`src/rtl/muldiv_unit.sv`:
```
// Iterative integer multiply/divide unit for the LEGv8 execute stage.
// One shared add/subtract datapath does a shift-add multiply (LSB-first) or a
// restoring divide (MSB-first). Each operation takes WIDTH iterations plus a
// one-cycle sign-fix stage. Signed modes work on magnitudes, and the sign is
// corrected in the fix stage.
module muldiv_unit #(
    parameter int unsigned WIDTH = 64
) (
    input  logic             clk,
    input  logic             reset,
    input  logic             start,
    input  logic             flush,
    input  logic [2:0]       mode,
    input  logic [WIDTH-1:0] op_a,
    input  logic [WIDTH-1:0] op_b,
    output logic             stall,
    output logic             done,
    output logic [WIDTH-1:0] result,
    output logic [WIDTH-1:0] remainder,
    output logic             div_by_zero
);

    localparam int unsigned CNT_W = $clog2(WIDTH + 1);

    localparam logic [2:0] ModeMul   = 3'b000;
    localparam logic [2:0] ModeSmulh = 3'b001;
    localparam logic [2:0] ModeUmulh = 3'b010;
    localparam logic [2:0] ModeSdiv  = 3'b100;
    localparam logic [2:0] ModeUdiv  = 3'b101;

    typedef enum logic [1:0] {
        StIdle = 2'b00,
        StRun  = 2'b01,
        StFix  = 2'b10
    } state_e;

    state_e           state_q;
    logic [CNT_W-1:0] cnt_q;
    logic [2:0]       mode_q;
    // Multiplicand magnitude for multiply, divisor magnitude for divide.
    logic [WIDTH-1:0] addend_q;
    // Multiply: high half of product. Divide: partial remainder.
    logic [WIDTH-1:0] hi_q;
    // Multiply: multiplier shifting out / product low half shifting in.
    // Divide: dividend shifting out / quotient bits shifting in.
    logic [WIDTH-1:0] lo_q;
    logic             neg_res_q;
    logic             neg_rem_q;
    logic             dz_q;

    // Operand decode at start: classify the mode and take magnitudes for signed modes.
    logic             in_is_div;
    logic             in_signed;
    logic             in_sa;
    logic             in_sb;
    logic [WIDTH-1:0] in_mag_a;
    logic [WIDTH-1:0] in_mag_b;

    always_comb begin
        in_is_div = (mode == ModeSdiv) || (mode == ModeUdiv);
        in_signed = (mode == ModeSmulh) || (mode == ModeSdiv);
        in_sa     = in_signed & op_a[WIDTH-1];
        in_sb     = in_signed & op_b[WIDTH-1];
        in_mag_a  = in_sa ? -op_a : op_a;
        in_mag_b  = in_sb ? -op_b : op_b;
    end

    // One iteration of the shared datapath: add for multiply, trial-subtract for divide.
    logic             is_div;
    logic [WIDTH:0]   trial;
    logic [WIDTH:0]   add_x;
    logic [WIDTH:0]   add_y;
    logic [WIDTH:0]   sum;
    logic [WIDTH-1:0] hi_d;
    logic [WIDTH-1:0] lo_d;

    always_comb begin
        is_div = (mode_q == ModeSdiv) || (mode_q == ModeUdiv);
        trial  = {hi_q, lo_q[WIDTH-1]};
        if (is_div) begin
            add_x = trial;
            add_y = ~{1'b0, addend_q};
        end else begin
            add_x = {1'b0, hi_q};
            add_y = lo_q[0] ? {1'b0, addend_q} : '0;
        end
        sum = add_x + add_y + {{WIDTH{1'b0}}, is_div};
        if (is_div) begin
            // sum[WIDTH] set means the trial subtraction went negative, so restore.
            hi_d = sum[WIDTH] ? trial[WIDTH-1:0] : sum[WIDTH-1:0];
            lo_d = {lo_q[WIDTH-2:0], ~sum[WIDTH]};
        end else begin
            hi_d = sum[WIDTH:1];
            lo_d = {sum[0], lo_q[WIDTH-1:1]};
        end
    end

    // Sign correction and output selection, registered in the fix stage.
    logic [2*WIDTH-1:0] prod;
    logic [2*WIDTH-1:0] prod_fix;
    logic [WIDTH-1:0]   quo_fix;
    logic [WIDTH-1:0]   rem_fix;
    logic [WIDTH-1:0]   fix_result;
    logic [WIDTH-1:0]   fix_remainder;
    logic               fix_dz;

    always_comb begin
        prod     = {hi_q, lo_q};
        prod_fix = neg_res_q ? -prod : prod;
        // Divide by zero returns a zero quotient. The remainder naturally ends up
        // as the dividend, because nothing is ever subtracted from it.
        quo_fix  = dz_q ? '0 : (neg_res_q ? -lo_q : lo_q);
        rem_fix  = neg_rem_q ? -hi_q : hi_q;
        fix_result    = '0;
        fix_remainder = '0;
        fix_dz        = 1'b0;
        case (mode_q)
            ModeMul: begin
                fix_result = prod_fix[WIDTH-1:0];
            end
            ModeSmulh, ModeUmulh: begin
                fix_result = prod_fix[2*WIDTH-1:WIDTH];
            end
            ModeSdiv, ModeUdiv: begin
                fix_result    = quo_fix;
                fix_remainder = rem_fix;
                fix_dz        = dz_q;
            end
            default: begin
                fix_result    = '0;
                fix_remainder = '0;
                fix_dz        = 1'b0;
            end
        endcase
    end

    // Control FSM with the datapath registers and registered outputs.
    always_ff @(posedge clk or negedge reset) begin
        if (!reset) begin
            state_q     <= StIdle;
            cnt_q       <= '0;
            mode_q      <= '0;
            addend_q    <= '0;
            hi_q        <= '0;
            lo_q        <= '0;
            neg_res_q   <= 1'b0;
            neg_rem_q   <= 1'b0;
            dz_q        <= 1'b0;
            stall       <= 1'b0;
            done        <= 1'b0;
            result      <= '0;
            remainder   <= '0;
            div_by_zero <= 1'b0;
        end else begin
            done <= 1'b0;
            case (state_q)
                StIdle: begin
                    // A simultaneous flush suppresses the start.
                    if (start && !flush) begin
                        state_q   <= StRun;
                        cnt_q     <= '0;
                        mode_q    <= mode;
                        addend_q  <= in_is_div ? in_mag_b : in_mag_a;
                        lo_q      <= in_is_div ? in_mag_a : in_mag_b;
                        hi_q      <= '0;
                        neg_res_q <= in_sa ^ in_sb;
                        neg_rem_q <= in_sa;
                        dz_q      <= in_is_div && (op_b == '0);
                        stall     <= 1'b1;
                    end
                end
                StRun: begin
                    if (flush) begin
                        state_q <= StIdle;
                        stall   <= 1'b0;
                    end else begin
                        hi_q  <= hi_d;
                        lo_q  <= lo_d;
                        cnt_q <= cnt_q + CNT_W'(1);
                        if (cnt_q == CNT_W'(WIDTH - 1)) begin
                            state_q <= StFix;
                        end
                    end
                end
                StFix: begin
                    state_q <= StIdle;
                    stall   <= 1'b0;
                    if (!flush) begin
                        result      <= fix_result;
                        remainder   <= fix_remainder;
                        div_by_zero <= fix_dz;
                        done        <= 1'b1;
                    end
                end
                default: begin
                    state_q <= StIdle;
                    stall   <= 1'b0;
                end
            endcase
        end
    end

endmodule

```
`config.mk`:
```
export PLATFORM = sky130hd
export DESIGN_NAME = muldiv_unit
export DESIGN_NICKNAME = d
export VERILOG_FILES = /design/src/rtl/muldiv_unit.sv
export SDC_FILE = /design/constraint.sdc
export NUM_CORES = 1
export LEC_CHECK = 0
export BUFFER_PORTS_ARGS = -buffer_cell sky130_fd_sc_hd__buf_2
export CAP_MARGIN = 20
export CELL_PAD_IN_SITES_DETAIL_PLACEMENT = 2
export CELL_PAD_IN_SITES_GLOBAL_PLACEMENT = 2
export CORE_AREA = 4 4 254 380
export DETAILED_ROUTE_END_ITERATION = 10
export DIE_AREA = 0 0 258 384
export HOLD_SLACK_MARGIN = 0.03
export PLACE_DENSITY = 0.72
export SLEW_MARGIN = 20
export SYNTH_ARGS = -nofsm -noshare
export SYNTH_HDL_FRONTEND = slang
export SYNTH_SLANG_ARGS = --single-unit
```
`constraint.sdc`:
```
create_clock -name clk -period 7.2 [get_ports clk]
set_clock_uncertainty 0.1 [all_clocks]
set_input_delay 0.72 -clock clk [delete_from_list [all_inputs] [get_ports clk]]
set_output_delay 0.72 -clock clk [all_outputs]
set_load 0.02 [all_outputs]
```
==> summary.txt, run 1 <==
Pwr
  – Internal Power: 5.16 mW
  – Clk pwr share: 19.2%
  – Max VDD drop: around 0.18 mV
  – Pwr/cell area: approximately 340 nW/um2
  – NetSw: 5.68 mW
  – Final Total Pwr: ~11 mW
  – Sequential share of power: roughly 28%
  – Switching Share: ~52%
  – Part of the power in combinational logic: a little over half
  – Leak: between 10 and 15 nW

Placement
  – I/O Buffers: 265
  – DP Area: 30200 um2
  – Routability-driven placement congestion ratio: about 0.94
  – Post-DP HPWL: between 100 and 150 mm
  – Placed Instances: ~5100
  – Place WS: between 1 and 1.5 ns

GRT
  – First-pass GRT wire length: between 200 and 250 mm
  – Total gr overflow: 0
  – Antenna violations before repair: 1
  – Gr usage total: 28.8%
  – Largest net degree at the start of global routing: between 100 and 150
  – Vias in the first global route: approximately 32000

Timing
  – Highest clock rate: approximately 170 MHz
  – Slew @ Worst Pin: roughly 1.1 ns
  – Final setup fails: 0
  – Worst Setup Slack, final: ~1.4 ns
  – RSZ-0062 raised after global routing: false
  – Fin. Hold Viols: 0
  – Setup TNS: 0 ns
  – Final Slew Violations: 0
  – Minimum clock period: between 5 and 6 ns
  – Rel. slew slack: 28.3%
  – Fin crit share: about four fifths

Worst setup path
  – Reg2Reg Setup Slack: about 1.4 ns
  – Critical path peak fanout: 90
  – CP endpoint kind: register
  – Critical Path Start: mode_q[2]$_DFFE_PN0P_
  – Reg2reg start: mode_q[2]$_DFFE_PN0P_
  – Critical Path Start Type: register
  – Critical Path AT: between 6 and 7 ns
  – Crit Path Class: register to register
  – Worst Path Required: roughly 7.5 ns

Drt
  – DRT iter0 DRCs: a little under 2000
  – Routed WL per cell: about 29 um
  – Routed vias: approximately 30000
  – Post-Route WL: between 100 and 150 mm
  – DRC viols: 0
  – Final ANT Viol Nets: 0
  – Routed vias/inst: a little under 6
  – Drt pass-1 iters: 7

Finish
  – Share of layout cells above drive strength 1: 12.1%
  – Design area: roughly 32000 um2
  – Most common cell after layout, fill and taps aside: nand2_1
  – Fin nets: around 4100
  – Area delta synth->final: 13.4%
  – Post-Layout Cell Count: slightly above 5000
  – Most frequent cells in the layout: nand2_1, o21ai_0, dfrtp_1, a21oi_1, nor2_1

Logic synthesis
  – Synth area leader: dfrtp_1
  – Flop and latch count out of synthesis: around 340
  – Library cells used by synthesis: roughly 80
  – Share of Yosys cell area claimed by the top area cell type: a little under a third
  – Post-Syn Nets: 3998
  – Sequential area share after synthesis: between 30% and 40%
  – Asr flop ratio synth: 100%
  – Synth Area per Inst: between 7 and 8 um2
  – Cell count after synthesis: between 3000 and 4000
  – Top post-synthesis cells by area: dfrtp_1, nand2_1, o21ai_0, xor2_1, a21oi_1
  – Ys flop type: dfrtp_1
  – EDFF count, synth: 0
  – Cell area after synthesis: ~28000 um2
  – Ys Warns: 0

Floorplanning
  – Die H: 384 um
  – Io pins: about 270
  – Die Span X: approximately 260 um
  – FP Rows: about 140
  – Initial Utilization: approximately 30%
  – Core box area: between 90000 and 100000 um2
  – Die area: about 100000 um2

Run status
  – Status: finished, final reports clean

CTS
  – Worst-Skew Late Latency: slightly above 0.6 ns
  – Post-CTS Hold Buffers: 0
  – Num Clock Sinks: around 340
  – CTS buffer count: 40
  – CTS clk-pin slew, worst paths: 0.06 ns
  – Clock root buffer: clkbuf_16
  – CTS tree: built
  – Resize count post-CTS: 0
  – H-tree Lvls: 2
  – CTS max path bufs: 3
  – Setup bufs post-CTS: 0

Job
  – Max-cap violation count: 0

Min path
  – Hold Path Class: input pin to async pin
[kinds of logic (layout without fill, tap and decap cells)]
group | count (synthesis) | after routing | share of synthesized area [%]
other | 0 | 1 | 0
buffers and inverters | 344 | 452 | 4.77
xor gates and xnor gates | 372 | 372 | 11.7
AOI/OAI and AO/OA | 1148 | 1148 | 24.6
DFF | 338 | 338 | 30.4
adders and majority gates | 71 | 71 | 3.25
muxes | 53 | 53 | 1.94
and+or+nand+nor | 1466 | 1466 | 23.3
[routing by layer]
layer | vias up | wire length (um) | global-route usage, %
met5 | - | 0 | 0
met4 | 0 | 11500 | 18.2
met3 | 349 | 5690 | 2.85
met2 | 831 | 74600 | 52.2
met1 | 15311 | 55300 | 32.1
li1 | 13482 | - | -
[worst paths after layout]
check	to	cells past startpoint
hold / removal	lo_q[15]$_DFFE_PN0P_	1
min in group clk	state_q[0]$_DFFE_PN0P_	2
setup reg to reg	hi_q[2]$_DFFE_PN0P_	19
max in group asynchronous	neg_res_q$_DFFE_PN0P_	2
hold reg to reg	remainder[16]$_DFFE_PN0P_	2
setup / recovery	hi_q[2]$_DFFE_PN0P_	19
[critical path: stages, from the launching register on]
cell,delay (ns)
dfrtp_1,0.47
nand2b_4,0.17
buf_4,0.66
nand2_1,0.11
nand2_1,0.14
inv_1,0.07
fa_1,0.46
nand2b_1,0.20
a21oi_1,0.29
o221ai_1,0.24
o21ai_0,0.39
nand2_1,0.18
o21ai_0,0.24
buf_4,0.17
a21oi_1,0.23
xnor2_2,0.49
buf_4,0.59
nor2_1,0.12
a21oi_1,0.15
o221ai_1,0.13
[per-stage QoR]
step                hold slack [ns]  utilization [%]
global route                  0.135             33.9
floorplan                     0.324                -
detailed placement            0.369             32.5
finish                       0.0644             33.9
CTS                          0.0845             33.9
global placement              0.357             32.5
[power by group through the flow]
stage	sequential, mW	combinational (mW)	clock [mW]
CTS	3.04	5.64	2.12
floorplan	2.41	3.73	0
global route	3.08	6.12	2.19
global placement	3.06	5.49	0
finish	3.06	5.70	2.08
detailed placement	3.08	5.61	0
[flip-flops by register name (all words and copies together) (netlist names), 2 cells and up]
register,cells
addend_q,64
cnt_q,7
hi_q,64
lo_q,64
mode_q,3
remainder,64
result,64
state_q,2
[synthesized netlist by cell type (12+ instances only)]
library cell,count
a211oi_1,13
a21o_1,21
a21oi_1,318
a22oi_1,63
a31oi_1,33
and2_1,12
buf_1,23
clkbuf_1,274
dfrtp_1,338
ha_1,69
inv_1,37
mux2i_1,46
nand2_1,768
nand2b_1,24
nand3_1,41
nand4_1,44
nor2_1,313
nor3_1,72
nor4_1,27
o211ai_1,21
o21ai_0,448
o221ai_1,52
o22ai_1,14
o31ai_1,58
o41ai_1,17
or2_2,22
or3_1,62
or4_1,34
xnor2_1,157
xor2_1,215
[layout make-up]
cell class	count	area, um2
Sequential cell	338	8460
Antenna cell	1	2.50
Tap cell	1251	1570
Multi-Input combinational cell	3110	18100
Clock buffer	54	1100
Inverter	38	145
Timing Repair Buffer	345	1990
Clock inverter	15	176
Fill cell	11053	61500
(Power assumes the default switching activity.)
==> run 2: changes to the inputs <==
clock period = 6 ns   (was 7.2 ns; I/O delays follow)
==> run 2 against run 1 <==
Effect of this change: largest cell class unchanged; sequential share of layout area down 0.26 points; fmax is 3.2% higher; clock power up 26%; final cell count is 0.74% higher; global-route usage rose by 0.14 points; sequential power grew 14%; highest routed layer is now met5; sequential cell count stayed put; cell area rose by 0.99%; utilization increased by 0.34 points; power up 23%; worst setup slack got worse by 1.0 ns.
==> summary.txt, run 2 (synthesis results as in run 1) <==
Timing
  – Rel. slew slack: around 27%
  – Highest clock rate: roughly 180 MHz
  – WHS: between 0.1 and 0.15 ns
  – Fin crit share: 94.2%
  – RSZ-0062 raised after global routing: false
  – Minimum clock period: 5.65 ns
  – Setup TNS: 0 ns
  – Slew @ Worst Pin: around 1.1 ns
  – Final setup fails: 0
  – Final Slew Violations: 0
  – Fin. Hold Viols: 0
  – Worst Setup Slack, final: around 0.35 ns

Worst setup path
  – Worst reg2reg path depth: 19
  – Crit Path Class: register to register
  – Critical Path Start Type: register
  – Worst r2r dst: hi_q[59]$_DFFE_PN0P_
  – Cell Chain, Critical Path: nand2b_4 -> inv_4 -> buf_4 -> fa_1 -> inv_1 -> fa_1 -> nand2b_1 -> a21oi_1 -> o221ai_1 -> o21ai_0 -> nand2_1 -> o21ai_0 -> buf_4 -> a21oi_1 -> xnor2_2 -> buf_4 -> and2_1 -> a222oi_1 -> o21ai_0
  – Max stage delay on crit path: ~0.5 ns
  – CP endpoint kind: register
  – Critical Path AT: roughly 6 ns
  – Worst Path Required: 6.35 ns
  – Reg2reg start: mode_q[1]$_DFFE_PN0P_
  – Critical path peak fanout: just over 50
  – Kind of cell adding the most delay to the critical path: compound AO/OA/AOI/OAI gates
  – Reg2Reg Setup Slack: roughly 0.35 ns
  – CP Buf/Inv Count: 5
  – Slowest cell on crit path: buf_4

Drt
  – DRT iter0 DRCs: 1966
  – Post-Route WL: roughly 150 mm
  – Routed vias/inst: around 5.8
  – Final ANT Viol Nets: 0
  – Drt pass-1 iters: 7
  – DRC viols: 0
  – Routed WL per cell: 28.5 um
  – Routed vias: 30151

GRT
  – Largest net degree at the start of global routing: approximately 120
  – Total gr overflow: 0
  – First-pass GRT wire length: approximately 220 mm
  – Vias in the first global route: around 32000
  – Antenna violations before repair: 3
  – Gr usage total: between 20% and 30%

Placement
  – I/O Buffers: around 270
  – Post-DP HPWL: between 100 and 150 mm
  – Routability-driven placement congestion ratio: a little under 1
  – Place WS: approximately 0.39 ns
  – DP Area: 30500 um2

CTS
  – CTS tree: built
  – Setup bufs post-CTS: 0
  – CTS clk-pin slew, worst paths: roughly 0.06 ns
  – H-tree Lvls: 2
  – Clock root buffer: clkbuf_16
  – CTS max path bufs: 3
  – CTS buffer count: approximately 40
  – Num Clock Sinks: 338
  – Worst-Skew Late Latency: about 0.62 ns

Job
  – Max-cap violation count: 0

Run status
  – Status: finished, final reports clean

Floorplanning
  – Initial Utilization: between 20% and 30%
  – Die Span X: 258 um
  – Die H: between 300 and 400 um
  – Io pins: ~270
  – Die area: between 90000 and 100000 um2
  – Core box area: 93100 um2
  – FP Rows: 137

Finish
  – Most frequent cells in the layout: nand2_1, o21ai_0, dfrtp_1, a21oi_1, nor2_1
  – Most common cell after layout, fill and taps aside: nand2_1
  – Share of layout cells above drive strength 1: between 10% and 20%
  – Area delta synth->final: 14.5%
  – Fin nets: just over 4000
  – Design area: about 32000 um2

Min path
  – Hold_sp: flush
  – Hold Path End: state_q[0]$_DFFE_PN0P_
  – Hold Path Class: input pin to register
  – Hold Path Cell Cnt: 2

Pwr
  – Leak: between 10 and 15 nW
  – Pwr/cell area: approximately 420 nW/um2
  – Max VDD drop: a little under 0.2 mV
  – Final Total Pwr: roughly 13 mW
==> run 2: repair_timing <==
item,CTS,global route
resized for setup,0,0
hold buffers,1,0
hold endpoints to repair,76,0
==> run 2: stage by stage <==
| step | std cells | util, % |
|---|---|---|
| after global routing | 5185 | 34.2 |
| after CTS | 5185 | 34.2 |
| final | 5190 | 34.2 |
| after global placement | 5108 | 32.7 |
| after detailed placement | 5108 | 32.7 |
| after floorplan | 3792 | - |
==> run 2: how the worst max path moves through the flow <==
stage	depth (start not counted)	slack, ns	from	end
floorplan	22	0.51	mode_q[1]$_DFFE_PN0P_	hi_q[34]$_DFFE_PN0P_
global route	20	0.01	mode_q[1]$_DFFE_PN0P_	hi_q[59]$_DFFE_PN0P_
finish	19	0.35	mode_q[1]$_DFFE_PN0P_	hi_q[59]$_DFFE_PN0P_
detailed placement	19	0.39	mode_q[1]$_DFFE_PN0P_	hi_q[30]$_DFFE_PN0P_
global placement	19	0.58	mode_q[1]$_DFFE_PN0P_	hi_q[34]$_DFFE_PN0P_
CTS	19	0.33	mode_q[1]$_DFFE_PN0P_	hi_q[59]$_DFFE_PN0P_
==> run 2: cell type report <==
| type | instances | area (um2) |
|---|---|---|
| antenna | 5 | 12.5 |
| clock buffer | 60 | 1190 |
| clock inverter | 16 | 174 |
| fill | 10984 | 61200 |
| inverter | 38 | 145 |
| multi-input combinational | 3110 | 18100 |
| sequential | 338 | 8460 |
| tap | 1251 | 1570 |
| timing repair buffer | 372 | 2200 |
==> run 2: layer usage <==
metal,wire [um],track usage (%),vias up
met1,56300,32.6,15401
met3,5330,2.64,342
li1,-,-,13561
met5,13,0,-
met2,74800,52.6,845
met4,11500,17.6,2
==> run 2: power by group <==
| group | internal [mW] | switching, mW | leakage [nW] |
|---|---|---|---|
| Combinational | 2.23 | 4.95 | 8.48 |
| Clock | 1.47 | 1.15 | 0.662 |
| Sequential | 2.65 | 0.848 | 4.40 |
==> run 3: changes to the inputs <==
REMOVE_ABC_BUFFERS = 1   (was not set)
==> run 3 against run 2 <==
Effect of this change: sequential cell count unchanged; wire length decreased by 9.1%; critical path depth unchanged; via count decreased by 2.6%; register-to-register slack improved by 0.11 ns; highest routed layer is now met4; non-clock buffer count decreased by 24; critical path type unchanged; largest cell class unchanged; power decreased by 5.2%.
==> summary.txt, run 3 (synthesis results as in run 1) <==
Floorplanning
  – Io pins: ~270
  – Core box area: around 93000 um2
  – Die H: 384 um
  – Die Span X: roughly 260 um
  – Die area: 99100 um2
  – FP Rows: roughly 140
  – Initial Utilization: ~30%

Min path
  – Hold Path Class: input pin to register

Finish
  – Fin nets: 4082
  – Fin util: around 34%
  – Most frequent cells in the layout: nand2_1, o21ai_0, dfrtp_1, a21oi_1, nor2_1
  – Area delta synth->final: 14.1%
  – Most common cell after layout, fill and taps aside: nand2_1
  – Share of layout cells above drive strength 1: between 10% and 20%
  – Post-Layout Cell Count: approximately 5200

CTS
  – Num Clock Sinks: 338
  – CTS clk-pin slew, worst paths: about 0.07 ns
  – CTS max path bufs: 3
  – H-tree Lvls: 2
  – Resize count post-CTS: 0
  – Setup bufs post-CTS: 0
  – CTS buffer count: 40
  – Worst-Skew Late Latency: 0.60 ns
  – Clock root buffer: clkbuf_16
  – CTS tree: built

GRT
  – Largest net degree at the start of global routing: between 100 and 150
  – Vias in the first global route: roughly 31000
  – Total gr overflow: 0
  – Gr usage total: about a quarter
  – Antenna violations before repair: 4
  – First-pass GRT wire length: 203 mm

Drt
  – Met2 wire length: around 65 mm
  – Routed vias: ~30000
  – WL met1: around 59 mm
  – DRT iter0 DRCs: 1798
  – Routed vias/inst: between 5 and 6
  – Post-Route WL: between 100 and 150 mm
  – Routed WL per cell: 26.0 um
  – DRC viols: 0
  – Top Metal Used: met4
  – Final ANT Viol Nets: 0
  – Drt pass-1 iters: 5
  – Routed met3 length: 5.04 mm

Timing
  – Slew @ Worst Pin: 1.12 ns
  – RSZ-0062 raised after global routing: false
  – WHS: approximately 0.18 ns
  – Highest clock rate: roughly 180 MHz
  – Fin crit share: between 90% and 100%
  – Minimum clock period: 5.54 ns
  – Fin. Hold Viols: 0
  – Final setup fails: 0
  – Final Slew Violations: 0
  – Rel. slew slack: around a quarter
  – Worst Setup Slack, final: ~0.46 ns

Worst setup path
  – Critical path peak fanout: 19
  – Critical Path AT: 5.92 ns
  – Critical Path Start Type: register
  – CP endpoint kind: register
  – Crit Path Class: register to register
  – Worst Path Required: approximately 6.4 ns

Pwr
  – Pwr/cell area: roughly 400 nW/um2
  – NetSw: between 6 and 7 mW
  – Switching Share: between 40 and 50%
  – Sequential share of power: approximately 29%
  – Max VDD drop: about 0.20 mV
  – Internal Power: around 6.3 mW
  – Leak: roughly 13 nW
  – Clk pwr share: 21.2%
  – Part of the power in combinational logic: 49.8%

Placement
  – I/O Buffers: roughly 270
  – Place WS: about 0.48 ns
  – Post-DP HPWL: roughly 110 mm
  – Placed Instances: 5084
  – Routability-driven placement congestion ratio: ~0.93

Run status
  – Status: finished, final reports clean

Job
  – Max-cap violation count: 0
[run 3: changes by cell type in the layout (fill, tap and decap cells not counted), sizes merged, moves of 3 or more]
| cell | before | now |
|---|---|---|
| bufinv | 2 | 5 |
| buf | 371 | 347 |
| clkbuf | 60 | 52 |
| clkinvlp | 3 | 0 |
| inv | 40 | 43 |
| diode | 5 | 2 |
[run 3: final cells by class]
class | count | area (um2)
Inverter | 38 | 145
Clock inverter | 18 | 241
Fill cell | 10952 | 61400
Sequential cell | 338 | 8460
Multi-Input combinational cell | 3110 | 18100
Clock buffer | 52 | 1150
Antenna cell | 2 | 5.00
Tap cell | 1251 | 1570
Timing Repair Buffer | 348 | 2050
[run 3: worst paths after layout]
| check | start | to | slack [ns] | depth (start not counted) |
|---|---|---|---|---|
| worst max register to register | mode_q[1]$_DFFE_PN0P_ | hi_q[62]$_DFFE_PN0P_ | 0.46 | 19 |
| worst max-delay path | mode_q[1]$_DFFE_PN0P_ | hi_q[62]$_DFFE_PN0P_ | 0.46 | 19 |
| min in group asynchronous | reset | addend_q[4]$_DFFE_PN0P_ | 0.49 | 2 |
| worst min-delay path | flush | state_q[0]$_DFFE_PN0P_ | 0.18 | 2 |
| worst min register to register | remainder[34]$_DFFE_PN0P_ | remainder[34]$_DFFE_PN0P_ | 0.37 | 2 |
| max in group asynchronous | reset | neg_res_q$_DFFE_PN0P_ | 4.05 | 3 |
[run 3: worst max-delay path, stage by stage (launching register included)]
cell	delay (ns)
dfrtp_1	0.42
nand2b_4	0.25
inv_4	0.24
nor2_4	0.06
buf_4	0.20
nand2_1	0.08
o21ai_0	0.09
ha_1	0.37
nand2_1	0.11
o311a_1	0.40
nor4_1	0.59
o21ai_0	0.17
or3b_2	0.28
a311oi_1	0.10
buf_4	0.18
o41ai_1	0.69
a41oi_1	0.36
o21ai_0	0.28
xor2_1	0.12
a221o_1	0.32
[run 3: timing repair]
item	in CTS	in global routing
hold buffers	1	0
hold endpoints to repair	70	0
setup endpoints to repair	0	0
[run 3: power groups by stage]
stage               Combinational (mW)  Clock [mW]  Sequential [mW]
floorplan                         3.97           0             3.26
global placement                  6.03           0             3.64
detailed placement                6.19           0             3.67
CTS                               6.23        2.74             3.62
global route                      6.87        2.82             3.71
finish                            6.28        2.67             3.65
[run 3: metal layers]
| metal | GRT usage (%) | up-vias |
|---|---|---|
| li1 | - | 13510 |
| met1 | 34.6 | 14982 |
| met2 | 45.8 | 673 |
| met3 | 2.36 | 191 |
| met4 | 8.44 | 0 |
| met5 | 0 | - |
[run 3: per-stage QoR]
step / area, um2 / power, mW / setup TNS [ns]
floorplan: 26600 / 7.24 / -667.47
global placement: 30300 / 9.66 / 0
detailed placement: 30300 / 9.85 / 0
CTS: 31700 / 12.6 / 0
global route: 31700 / 13.4 / 0
finish: 31700 / 12.6 / 0
